## src/rtl/decrypt_out_buffer_if.sv

```systemverilog
// rtl/decrypt_out_buffer_if.sv - character stream in / consumer handshake out for decrypt_out_buffer
interface decrypt_out_buffer_if #(
  parameter int DATA_WIDTH = 8
);
  logic [DATA_WIDTH-1:0] data_i;
  logic                  valid_i;
  logic [DATA_WIDTH-1:0] data_o;
  logic                  valid_o;
  logic                  ready_i;

  modport master (
    output data_i, valid_i, ready_i,
    input  data_o, valid_o
  );

  modport slave (
    input  data_i, valid_i, ready_i,
    output data_o, valid_o
  );
endinterface

```

## src/rtl/decrypt_out_buffer.sv

```systemverilog
// rtl/decrypt_out_buffer.sv - 16-entry decrypted character FIFO with message length tracking and sticky overflow
module decrypt_out_buffer #(
  parameter int                    DATA_WIDTH = 8,
  parameter int                    DEPTH      = 16,
  parameter int                    PTR_W      = 4,
  parameter logic [DATA_WIDTH-1:0] EOM_CHAR   = 8'hFA
) (
  input  logic                  clk_sys,
  input  logic                  rst_n,
  decrypt_out_buffer_if.slave   bus,
  output logic                  full,
  output logic                  empty,
  output logic                  msg_done,
  output logic [7:0]            msg_len,
  output logic                  overflow,
  input  logic                  clr_ovf
);
  localparam logic [0:0]     ST_IDLE  = 1'b0;
  localparam logic [0:0]     ST_RECV  = 1'b1;
  localparam logic [PTR_W:0] CNT_FULL = (PTR_W + 1)'(DEPTH);

  logic [DATA_WIDTH-1:0] mem [DEPTH];
  logic [PTR_W-1:0]      wr_ptr;
  logic [PTR_W-1:0]      rd_ptr;
  logic [PTR_W:0]        count;
  logic [0:0]            state;
  logic [7:0]            cur_len;

  logic rd_en;
  logic cand;
  logic is_eom;
  logic wr_en;
  logic drop;

  assign full        = (count == CNT_FULL);
  assign empty       = (count == '0);
  assign bus.valid_o = ~empty;
  assign bus.data_o  = empty ? '0 : mem[rd_ptr];

  always_comb begin
    rd_en  = ~empty & bus.ready_i;
    cand   = bus.valid_i & (bus.data_i != EOM_CHAR);
    is_eom = bus.valid_i & (bus.data_i == EOM_CHAR);
    // a full FIFO still accepts a write when the head leaves in the same cycle
    wr_en  = cand & (~full | rd_en);
    drop   = cand & full & ~rd_en;
  end

  always_ff @(posedge clk_sys) begin
    if (wr_en) begin
      mem[wr_ptr] <= bus.data_i;
    end
  end

  always_ff @(posedge clk_sys or negedge rst_n) begin
    if (!rst_n) begin
      wr_ptr <= '0;
      rd_ptr <= '0;
      count  <= '0;
    end else begin
      if (wr_en) begin
        wr_ptr <= wr_ptr + 1'b1;
      end
      if (rd_en) begin
        rd_ptr <= rd_ptr + 1'b1;
      end
      case ({wr_en, rd_en})
        2'b10:   count <= count + 1'b1;
        2'b01:   count <= count - 1'b1;
        default: count <= count;
      endcase
    end
  end

  always_ff @(posedge clk_sys or negedge rst_n) begin
    if (!rst_n) begin
      state    <= ST_IDLE;
      cur_len  <= '0;
      msg_len  <= '0;
      msg_done <= 1'b0;
    end else begin
      msg_done <= is_eom;
      if (is_eom) begin
        state   <= ST_IDLE;
        msg_len <= cur_len;
        cur_len <= '0;
      end else if (wr_en) begin
        if (state == ST_IDLE) begin
          state <= ST_RECV;
        end
        if (cur_len != 8'hFF) begin
          cur_len <= cur_len + 1'b1;
        end
      end
    end
  end

  // a drop in the same cycle as clr_ovf leaves the flag set
  always_ff @(posedge clk_sys or negedge rst_n) begin
    if (!rst_n) begin
      overflow <= 1'b0;
    end else if (drop) begin
      overflow <= 1'b1;
    end else if (clr_ovf) begin
      overflow <= 1'b0;
    end
  end
endmodule

```

## src/flat_wrapper.sv

```systemverilog
// flat-port wrapper written by rule: the top's interface ports become plain ports
module decrypt_out_buffer_flat 
#(
  parameter int                    DATA_WIDTH = 8,
  parameter int                    DEPTH      = 16,
  parameter int                    PTR_W      = 4,
  parameter logic [DATA_WIDTH-1:0] EOM_CHAR   = 8'hFA
)
  (clk_sys, rst_n, full, empty, msg_done, msg_len, overflow, clr_ovf, bus_data_i, bus_valid_i, bus_ready_i, bus_data_o, bus_valid_o);
  decrypt_out_buffer_if #(.DATA_WIDTH(DATA_WIDTH)) bus_i ();
  input  logic clk_sys;
  input  logic rst_n;
  output logic full;
  output logic empty;
  output logic msg_done;
  output logic [7:0] msg_len;
  output logic overflow;
  input  logic clr_ovf;
  input wire logic [$bits(bus_i.data_i)-1:0] bus_data_i;
  input wire logic [$bits(bus_i.valid_i)-1:0] bus_valid_i;
  input wire logic [$bits(bus_i.ready_i)-1:0] bus_ready_i;
  output wire logic [$bits(bus_i.data_o)-1:0] bus_data_o;
  output wire logic [$bits(bus_i.valid_o)-1:0] bus_valid_o;
  assign bus_i.data_i = bus_data_i;
  assign bus_i.valid_i = bus_valid_i;
  assign bus_i.ready_i = bus_ready_i;
  assign bus_data_o = bus_i.data_o;
  assign bus_valid_o = bus_i.valid_o;
  decrypt_out_buffer #(.DATA_WIDTH(DATA_WIDTH), .DEPTH(DEPTH), .PTR_W(PTR_W), .EOM_CHAR(EOM_CHAR)) u_core (.clk_sys(clk_sys), .rst_n(rst_n), .bus(bus_i), .full(full), .empty(empty), .msg_done(msg_done), .msg_len(msg_len), .overflow(overflow), .clr_ovf(clr_ovf));
endmodule
```

## config.mk

```make
export PLATFORM = sky130hd
export DESIGN_NAME = decrypt_out_buffer_flat
export DESIGN_NICKNAME = d
export VERILOG_FILES = /design/src/rtl/decrypt_out_buffer_if.sv /design/src/rtl/decrypt_out_buffer.sv /design/src/flat_wrapper.sv
export SDC_FILE = /design/constraint.sdc
export NUM_CORES = 1
export LEC_CHECK = 0
export CAP_MARGIN = 15
export CORE_MARGIN = 8
export CORE_UTILIZATION = 50
export CTS_BUF_LIST = sky130_fd_sc_hd__clkbuf_4 sky130_fd_sc_hd__clkbuf_8
export CTS_CLUSTER_SIZE = 40
export DETAILED_ROUTE_END_ITERATION = 7
export GPL_ROUTABILITY_DRIVEN = 0
export PLACE_DENSITY = 0.76
export SYNTH_ARGS = -nofsm -noshare
export SYNTH_HDL_FRONTEND = slang
export SYNTH_SLANG_ARGS = --single-unit
```

## constraint.sdc

```tcl
create_clock -name clk_sys -period 3.8 [get_ports clk_sys]
set_clock_uncertainty 0.1 [all_clocks]
set_input_delay 0.57 -clock clk_sys [delete_from_list [all_inputs] [get_ports clk_sys]]
set_output_delay 0.57 -clock clk_sys [all_outputs]
set_load 0.02 [all_outputs]
```

==> summary.md <==
| Metric | Value |
|---|---|
| Worst-margin pin slew | `0.711 ns` |
| Hold path startpoint | `u_core.msg_len[3]$_DFFE_PN0P_` |
| Post-synth EDFFs | `128` |
| Status | `finished, final reports clean` |
| Die area | `17200 um^2` |
| Initial Utilization | `0.507` |
| Syn_area_per_cell | `16.9 um^2` |
| Routed WL | `12.7 mm` |
| Worst r2r src | `u_core.count[1]$_DFFE_PN0P_` |
| Sequential share of the synthesized area | `0.696` |
| Worst-skew pair later-pin latency | `0.45 ns` |
| Relative slew slack | `0.522` |
| Crit-path max FO | `29` |
| Top FF cell, synth | `edfxtp_1` |
| Clk slew on worst S/H paths | `0.08 ns` |
| DR WL/cell | `19.7 um` |
| Final hold violation count | `0` |
| H-tree depth | `4` |
| Yosys reg bits | `159` |
| Number of global-route vias before repair | `3638` |
| Switching part of the total | `0.327` |
| Final min period | `3.53 ns` |
| Rows | `42` |
| Synth cell types | `43` |
| Cell with the most instances after synthesis | `edfxtp_1` |
| Final Non-Filler Cells | `647` |
| Pre-antenna DRT Iters | `5` |
| Layout cells sized above 1 | `0.227` |
| Ranking of synthesized cells by area | `edfxtp_1, mux4_2, dfrtp_1, nand2_1, ha_1` |
| CP Launch Point | `u_core.rd_ptr[0]$_DFFE_PN0P_` |
| Io pins | `34` |
| Chip height | `131 um` |
| HP Class | `reg -> reg` |
| Leading area contributor after synthesis | `edfxtp_1` |
| Top-area cell type share of the netlist area | `0.579` |
| P&R area growth vs syn | `16.2%` |
| N_diodes | `0` |
| Detailed placement HPWL | `8.58 mm` |
| Pint | `3550 uW` |
| Final period util | `0.929` |
| R2r endpoint | `u_core.count[4]$_DFFE_PN0P_` |
| Reg2reg setup slack | `0.56 ns` |
| Core ar. | `13100 um^2` |
| Dpl cells | `613` |
| Comb pwr share | `0.346` |
| CTS tree | `built` |
| Initial antenna violation count | `0` |
| Longest Clk Path Bufs | `2` |
| Worst IR drop on VDD | `0.000360 V` |
| Pre-CTS setup slack | `0.254 ns` |
| Pins Over Slew Limit | `0` |
| PwrDens | `685 nW/um^2` |
| Initial DRC Count | `336` |
| WP data required | `3.13 ns` |
| GRT Resource Usage Total | `0.153` |
| Setup crit start kind | `flop` |
| WHS Endpoint | `u_core.msg_len[3]$_DFFE_PN0P_` |
| Net switching power | `1720 uW` |
| Pin count of the biggest net entering global routing | `36` |
| Setup tns final | `0 ns` |
| GR Overflow Total | `0` |
| Clock Tree Root | `clkbuf_8` |
| TritonCTS Buffers | `17` |
| Final-stage net count | `481` |
| Worst setup margin | `0.270 ns` |
| Final setup fails | `0` |
| Clock power frac | `0.206` |
| Num Clock Sinks | `159` |
| Maxcap violations | `0` |
| Post-route ant nets | `0` |
| Part of the power in registers | `0.448` |
| Drt drc | `0` |
| Fmax | `283 MHz` |
| Via count | `3594` |
| Mapped cell area | `6640 um^2` |
| Arrival time worst endpoint | `2.86 ns` |
| Synth top cells by count | `edfxtp_1, nand2_1, mux4_2` |
| Leak | `0.00274 uW` |
| Worst setup EP type | `output pin` |
| Post-synthesis cell count | `392` |
| # port buffers | `33` |
| Warnings from Yosys | `0` |
| Vias per Instance | `5.55` |
| First-pass GRT wire length | `20.3 mm` |
| Hold Path Cell Cnt | `2` |
| R2R depth | `12` |
| Die X | `131 um` |
| Crit path kind | `reg -> out` |
| Syn_nets | `415` |
| RSZ-0062 raised after global routing | `false` |
| FFs w/ async S/R, synth | `0.195` |
cell type report:
| class | instances | area [um^2] |
|---|---|---|
| Inverter | 9 | 33.8 |
| Multi-Input combinational cell | 206 | 1900 |
| Tap cell | 176 | 220 |
| Timing Repair Buffer | 65 | 596 |
| Clock buffer | 17 | 234 |
| Sequential cell | 159 | 4620 |
| Fill cell | 955 | 5370 |
| Clock inverter | 15 | 109 |
state kept, by name, indices dropped and copies added, names as in the netlist:
register and count:
u_core.mem 128, u_core.cur_len 8, u_core.msg_len 8, u_core.count 5
u_core.rd_ptr 4, u_core.wr_ptr 4, u_core.msg_done 1, u_core.overflow 1
power by group through the flow:
stage	Combinational, uW	Sequential [uW]	Clock [uW]
after floorplan	1320	2280	0
after CTS	1810	2390	1110
after detailed placement	1810	2420	0
after global routing	1980	2400	1180
after global placement	1770	2400	0
final	1830	2370	1090
how the worst max path moves through the flow:
| stage | to | slack, ns | cells past startpoint |
|---|---|---|---|
| floorplan | u_core.count[4]$_DFFE_PN0P_ | 0.92 | 12 |
| global placement | u_core.count[4]$_DFFE_PN0P_ | 0.28 | 11 |
| detailed placement | u_core.count[4]$_DFFE_PN0P_ | 0.25 | 11 |
| CTS | bus_data_o[0] | 0.02 | 5 |
| global route | bus_data_o[0] | 0.15 | 5 |
| finish | bus_data_o[0] | 0.27 | 5 |
repair_timing:
item / in CTS / in global routing
setup buffers: 0 / 2
hold buffers: 0 / 0
endpoints found under the setup margin: 0 / 7
resized for setup: 0 / 0
layer usage:
layer / GRT usage / wire, um
met1: 0.200 / 5560
met2: 0.238 / 6160
met3: 0.0412 / 781
met4: 0.0652 / 233
met5: 0 / 0
critical path, cell delays in order (launching register included):
cell and delay [ns]:
dfrtp_2 0.40, buf_12 0.24, mux4_2 0.58, mux4_2 0.49
nor2b_1 0.14, clkdlybuf4s50_1 0.53
layout by cell type, fill, tap and decap left out, types with 2 or more instances in the layout:
| master | synthesis | final |
|---|---|---|
| inv_6 | 0 | 5 |
| clkbuf_8 | 0 | 17 |
| o21ai_0 | 8 | 8 |
| nor3_1 | 8 | 8 |
| clkinv_1 | 1 | 4 |
| or3_1 | 2 | 2 |
| nand2_1 | 49 | 49 |
| inv_1 | 8 | 8 |
| edfxtp_1 | 128 | 128 |
| dfrtp_1 | 31 | 30 |
| and3_1 | 2 | 2 |
| ha_1 | 9 | 9 |
| nand3_1 | 3 | 3 |
| nand4_1 | 6 | 6 |
| mux2i_1 | 5 | 5 |
| buf_12 | 0 | 2 |
| o211ai_1 | 3 | 3 |
| nor2b_1 | 10 | 10 |
| clkdlybuf4s50_1 | 0 | 33 |
| xnor2_1 | 9 | 9 |
| clkinvlp_4 | 0 | 5 |
| nor2_1 | 19 | 19 |
| nor4_1 | 2 | 2 |
| a31oi_1 | 3 | 3 |
| buf_4 | 3 | 30 |
| nand2b_1 | 4 | 4 |
| mux4_2 | 40 | 40 |
| a21o_1 | 2 | 2 |
| or4_1 | 2 | 2 |
| nor2_2 | 2 | 2 |
| a21oi_1 | 4 | 4 |
through the flow:
step,instance area (um^2),util,power [uW],hold slack [ns]
2_1_floorplan,6640,-,3610,0.174
3_3_place_gp,7350,0.562,4170,0.360
3_5_place_dp,7350,0.562,4230,0.366
4_1_cts,7700,0.588,5310,0.386
5_1_grt,7710,0.589,5550,0.423
6_report,7710,0.589,5280,0.380
cells by family after synthesis:
family	count (synthesis)	share of synthesized area
adder cells (fa/ha/maj)	10	0.0200
AND/OR/NAND/NOR	114	0.0830
flip-flops	159	0.696
multiplexers	45	0.143
AO/OA/AOI/OAI	27	0.0266
buffers and inverters	27	0.0179
XOR/XNOR	10	0.0132
(Power assumes the default switching activity.)
